File: src/rtl/mio_bus_ctrl.sv
// Memory/IO bus controller between the multicycle core and RAM / GPIO / switches / counter.
// One access at a time: IDLE -> ACCESS -> [WAIT x RAM_LAT] -> DONE, with a one-cycle ready pulse.
module mio_bus_ctrl #(
  parameter int          RAM_AW   = 10,
  parameter int          RAM_LAT  = 1,
  parameter int          SW_W     = 16,
  parameter logic [31:0] GPIO_RST = 32'h0
) (
  input  logic              clk,
  input  logic              reset,
  input  logic              cpu_req,
  input  logic              cpu_we,
  input  logic [31:0]       cpu_addr,
  input  logic [31:0]       cpu_wdata,
  output logic [31:0]       cpu_rdata,
  output logic              mio_ready,
  output logic              ram_en,
  output logic              ram_we,
  output logic [RAM_AW-1:0] ram_addr,
  output logic [31:0]       ram_wdata,
  input  logic [31:0]       ram_rdata,
  input  logic [SW_W-1:0]   sw_in,
  output logic [31:0]       gpio_out,
  output logic              bus_err,
  output logic [1:0]        bus_state
);

  localparam int          LW        = $clog2(RAM_LAT + 1);
  localparam logic [30:0] RAM_WORDS = 31'(1) << RAM_AW;

  typedef enum logic [1:0] {S_IDLE = 2'd0, S_ACCESS = 2'd1, S_WAIT = 2'd2, S_DONE = 2'd3} state_e;
  typedef enum logic [2:0] {RG_RAM, RG_GPIO, RG_SW, RG_CNT, RG_NONE} rgn_e;

  typedef struct packed {
    logic              we;
    logic [31:0]       wdata;
    logic [RAM_AW-1:0] waddr;
    rgn_e              rgn;
  } req_t;

  state_e            r_state;
  req_t              r_req;
  logic [LW-1:0]     r_wcnt;
  logic [SW_W-1:0]   r_sw1, r_sw2;
  logic [31:0]       r_cnt, r_gpio, r_rdata;
  logic              r_ready, r_err, r_ram_en, r_ram_we;
  rgn_e              w_rgn;
  logic [31:0]       w_prd;
  logic              w_unused;

  // Byte lane bits play no part in decode: every region is word-granular.
  assign w_unused = &{1'b0, cpu_addr[1:0]};

  always_comb begin
    w_rgn = RG_NONE;
    if ({1'b0, cpu_addr[31:2]} < RAM_WORDS)    w_rgn = RG_RAM;
    else if (cpu_addr[31:2] == 30'h3800_0000)  w_rgn = RG_GPIO;
    else if (cpu_addr[31:2] == 30'h3C00_0000)  w_rgn = RG_SW;
    else if (cpu_addr[31:2] == 30'h3C00_0001)  w_rgn = RG_CNT;
  end

  // Peripheral read data as seen during ACCESS; unmapped reads return zero.
  always_comb begin
    w_prd = 32'h0;
    case (r_req.rgn)
      RG_GPIO: w_prd = r_gpio;
      RG_SW:   w_prd = 32'(r_sw2);
      RG_CNT:  w_prd = r_cnt;
      default: w_prd = 32'h0;
    endcase
  end

  always_ff @(posedge clk) begin
    if (reset) begin
      r_state  <= S_IDLE;
      r_req    <= '{we: 1'b0, wdata: 32'h0, waddr: '0, rgn: RG_NONE};
      r_wcnt   <= '0;
      r_sw1    <= '0;
      r_sw2    <= '0;
      r_cnt    <= 32'h0;
      r_gpio   <= GPIO_RST;
      r_rdata  <= 32'h0;
      r_ready  <= 1'b0;
      r_err    <= 1'b0;
      r_ram_en <= 1'b0;
      r_ram_we <= 1'b0;
    end else begin
      r_sw1    <= sw_in;
      r_sw2    <= r_sw1;
      r_cnt    <= r_cnt + 32'd1;
      r_ready  <= 1'b0;
      r_err    <= 1'b0;
      r_ram_en <= 1'b0;
      r_ram_we <= 1'b0;
      case (r_state)
        S_IDLE: if (cpu_req) begin
          r_req    <= '{we: cpu_we, wdata: cpu_wdata, waddr: cpu_addr[RAM_AW+1:2], rgn: w_rgn};
          r_ram_en <= (w_rgn == RG_RAM);
          r_ram_we <= (w_rgn == RG_RAM) && cpu_we;
          r_state  <= S_ACCESS;
        end
        S_ACCESS: begin
          if (r_req.rgn == RG_RAM && !r_req.we) begin
            r_wcnt  <= LW'(RAM_LAT - 1);
            r_state <= S_WAIT;
          end else begin
            r_ready <= 1'b1;
            r_err   <= (r_req.rgn == RG_NONE);
            r_state <= S_DONE;
            if (!r_req.we) r_rdata <= w_prd;
            if (r_req.we && r_req.rgn == RG_GPIO) r_gpio <= r_req.wdata;
            // The load overrides this cycle's increment.
            if (r_req.we && r_req.rgn == RG_CNT)  r_cnt  <= r_req.wdata;
          end
        end
        S_WAIT: begin
          if (r_wcnt == '0) begin
            r_rdata <= ram_rdata;
            r_ready <= 1'b1;
            r_state <= S_DONE;
          end else begin
            r_wcnt <= r_wcnt - LW'(1);
          end
        end
        S_DONE:  r_state <= S_IDLE;
        default: r_state <= S_IDLE;
      endcase
    end
  end

  assign cpu_rdata = r_rdata;
  assign mio_ready = r_ready;
  assign bus_err   = r_err;
  assign ram_en    = r_ram_en;
  assign ram_we    = r_ram_we;
  assign ram_addr  = r_req.waddr;
  assign ram_wdata = r_req.wdata;
  assign gpio_out  = r_gpio;
  assign bus_state = r_state;

endmodule

File: config.mk
export PLATFORM = sky130hd
export DESIGN_NAME = mio_bus_ctrl
export DESIGN_NICKNAME = d
export VERILOG_FILES = /design/src/rtl/mio_bus_ctrl.sv
export SDC_FILE = /design/constraint.sdc
export NUM_CORES = 1
export LEC_CHECK = 0
export CORE_ASPECT_RATIO = 0.7
export CORE_MARGIN = 2
export CORE_UTILIZATION = 39
export CTS_BUF_LIST = sky130_fd_sc_hd__clkbuf_4
export DETAILED_ROUTE_END_ITERATION = 6
export GPL_ROUTABILITY_DRIVEN = 1
export PLACE_DENSITY = 0.66
export SLEW_MARGIN = 20
export SYNTH_ARGS = -nofsm -noshare
export SYNTH_HDL_FRONTEND = slang
export SYNTH_SLANG_ARGS = --single-unit
File: constraint.sdc
create_clock -name clk -period 2.5 [get_ports clk]
set_clock_uncertainty 0.15 [all_clocks]
set_input_delay 0.375 -clock clk [delete_from_list [all_inputs] [get_ports clk]]
set_output_delay 0.375 -clock clk [all_outputs]
set_load 0.02 [all_outputs]
==> flow_summary.toml <==
[outcome]
status = "finished clean"

[synthesis]
yosys-mux-area-fraction_pct = 4.63
yosys.area_share.xor_xnor_pct = 3.49
synth_commonest_cells = "180 x dfxtp_1, 165 x nand2_1, 110 x a21oi_1"
synth_top_area_cell = "dfxtp_1"
synth_seq_area_share_pct = 46.3
synth_top_family_by_area = "simple AND/OR/NAND/NOR gates"
synth_cell_types = 42
netlist.area_leader.share_pct = 46.3
syn_inst = 934
synth_warnings = 0
synth_nets = 1055
yosysMostFrequentCell = "dfxtp_1"
syn_area_sq_um = 7790
synth-simple-area-share_pct = 21.8
synth-edff-count = 0
synthTopCellsByArea = "dfxtp_1 46%, nand2_1 8.0%, a21oi_1 7.1%, a211oi_1 5.7%, nor2_1 5.3%"
async_flop_share_pct = 0
synth_fa_ha_area_share_pct = 0.803
synth-seq-cells = 180
synth-compound-area-share_pct = 15.4
synth_area_per_cell_sq_um = 8.34
synth_top_flop_cell = "dfxtp_1"

[grt]
grt.total_usage_pct = 20.5
antenna_found_initial = 0
grt_pass1_vias = 6461
grt_pass1_wl_mm = 34.4
overflow = 0
grt_max_degree = 72

[sta]
max_freq_mhz = 439
grt_setup_unrepaired = "no"
max_slew_margin_pct = 46.6
setup_viol = 0
min_period_over_period_pct = 91.0
fin_setup_tns_ps = 0
worst_pin_slew_ps = 801
hold_violations = 0
final_max_slew_viol_count = 0
min_period_ps = 2280

[detailed_routing]
drt_iter0_markers = 327
detail_route.wl_per_cell_um = 15.5
viasPerCell = 4.91
drtAntennaViolNets = 0
route.detailed.drc = 0
dr.pass1.iters = 5
vias = 6771
wirelength_mm = 21.4

[critical_path]
slowest_stage = "or4_4"
crit_fanout = 7
crit_family = "simple AND/OR/NAND/NOR gates"
crit_buf_inv = 0
arrival_ps = 2630
worstPathCellList = "ha_1 -> nand3_1 -> or4_4 -> or3_1 -> xor2_1 -> a211oi_2"
crit_type = "reg2reg"
worstPathRequired_ps = 2850
slowest_delay_ps = 540
critPathLaunchType = "flip-flop"
crit_path_end_kind = "flip-flop"

[die]
initial_core_util_pct = 39.6
die_y_um = 122
core.rowCount = 43
die-area_sq_um = 21100
die_w_um = 173
ios = 228
core_area_sq_um = 19700

[cts]
post_cts_buffers = 0
cts_tree = "done"
cts_sinks = 180
clk_latency_ps = 560
clk_pin_slew_worst_paths_ps = 160
cts_max_path_buffers = 2
cts_max_level = 4
cts_inserted_buffers = 17
root_buffer = "clkbuf_4"
post_cts_resized = 0
postCtsHoldBufs = 0

[power]
p_per_area_nw_per_um2 = 757
power_leakage_uw = 0.00350
ir_worst_vdd_mv = 0.357

[finish]
drive_gt1_share_pct = 7.94
final_core_util_pct = 52.3
fin_nets = 1216
areaGrowthSynthToFinish_pct = 32.3
n_antenna_cell = 0

[placed_design]
dp_hpwl_mm = 15.4
gp_congestion = 0.792
portBuffers = 225

[flow_run]
maxCapViolCount = 0

[hold_path]
hp-class = "in2reg"
-- layout make-up --
cell class	instances	area, sq um
Inverter	7	26.3
Fill cell	1921	9390
Sequential cell	180	3600
Tap cell	270	338
Timing Repair Buffer	249	2450
Clock inverter	15	160
Clock buffer	17	128
Multi-Input combinational cell	640	3600
-- cells in the final DEF, fill, tap and decap left out, types with 3 or more instances in the layout --
cell,n
a211oi_1,59
xor2_1,13
inv_1,7
nor4_1,8
nand2b_1,3
or3_1,3
buf_4,23
clkbuf_4,17
a22oi_1,17
ha_1,5
nand4_1,6
nor2_1,109
inv_8,3
xnor2_1,18
mux2_2,16
nand2_1,163
clkinv_4,4
dfxtp_1,179
nor2b_1,34
a21oi_1,110
nor4_2,3
inv_6,4
mux2i_1,18
clkdlybuf4s50_1,224
nor3_1,9
nand3_1,15
clkinv_8,3
and3_1,5
-- registers in the layout, summed over array words and instances, names as in the netlist --
name,count
r_req,4
ram_wdata,32
r_cnt,32
bus_state,2
gpio_out,32
r_sw2,16
mio_ready,1
cpu_rdata,32
ram_we,1
r_sw1,16
ram_addr,10
ram_en,1
bus_err,1
-- where the power goes --
part | switching [uW] | internal [uW]
registers | 237 | 3220
clock network | 1170 | 457
logic | 1560 | 1160
-- per-layer routing --
layer / share of wire (%) / global-route usage (%) / vias to the layer above / wire length [um]
li1: - / - / 3464 / -
met1: 50 / 28.8 / 3096 / 10800
met2: 42 / 31.5 / 199 / 8980
met3: 6.7 / 5.67 / 12 / 1430
met4: 0.92 / 4.40 / 0 / 197
met5: 0 / 0 / - / 0
-- worst paths after layout --
kind | from | cells past startpoint | endpoint | slack (ps)
setup / recovery | r_cnt[0] | 6 | r_cnt[18] | 220
hold / removal | reset | 2 | bus_state[1] | 80
setup reg to reg | r_cnt[0] | 6 | r_cnt[18] | 220
hold reg to reg | r_sw1[2] | 1 | r_sw2[2] | 300
-- kinds of logic after synthesis --
group | count (synthesis)
simple gates | 375
xor+xnor | 31
mux | 34
fa+ha+maj | 5
flops | 180
buf+inv | 114
compound gates | 195
-- worst reg2reg max path: stages, from the launching register on --
cell and delay, ps:
dfxtp_1 430, ha_1 230, nand3_1 170, or4_4 540
or3_1 350, xor2_1 160, a211oi_2 210
-- through the flow --
step / instance area, sq um / worst slack (ps) / std cells / hold slack [ps] / total power, uW
after floorplan: 7790 / 396 / 934 / 264 / 5230
after global placement: 10000 / 269 / 1346 / 272 / 6220
after detailed placement: 10000 / 263 / 1346 / 272 / 6260
after CTS: 10300 / 207 / 1378 / 39.3 / 7900
after global routing: 10300 / 104 / 1378 / 60.3 / 8310
final: 10300 / 225 / 1378 / 81.4 / 7800
No activity file was read; power rests on OpenSTA's default activity.
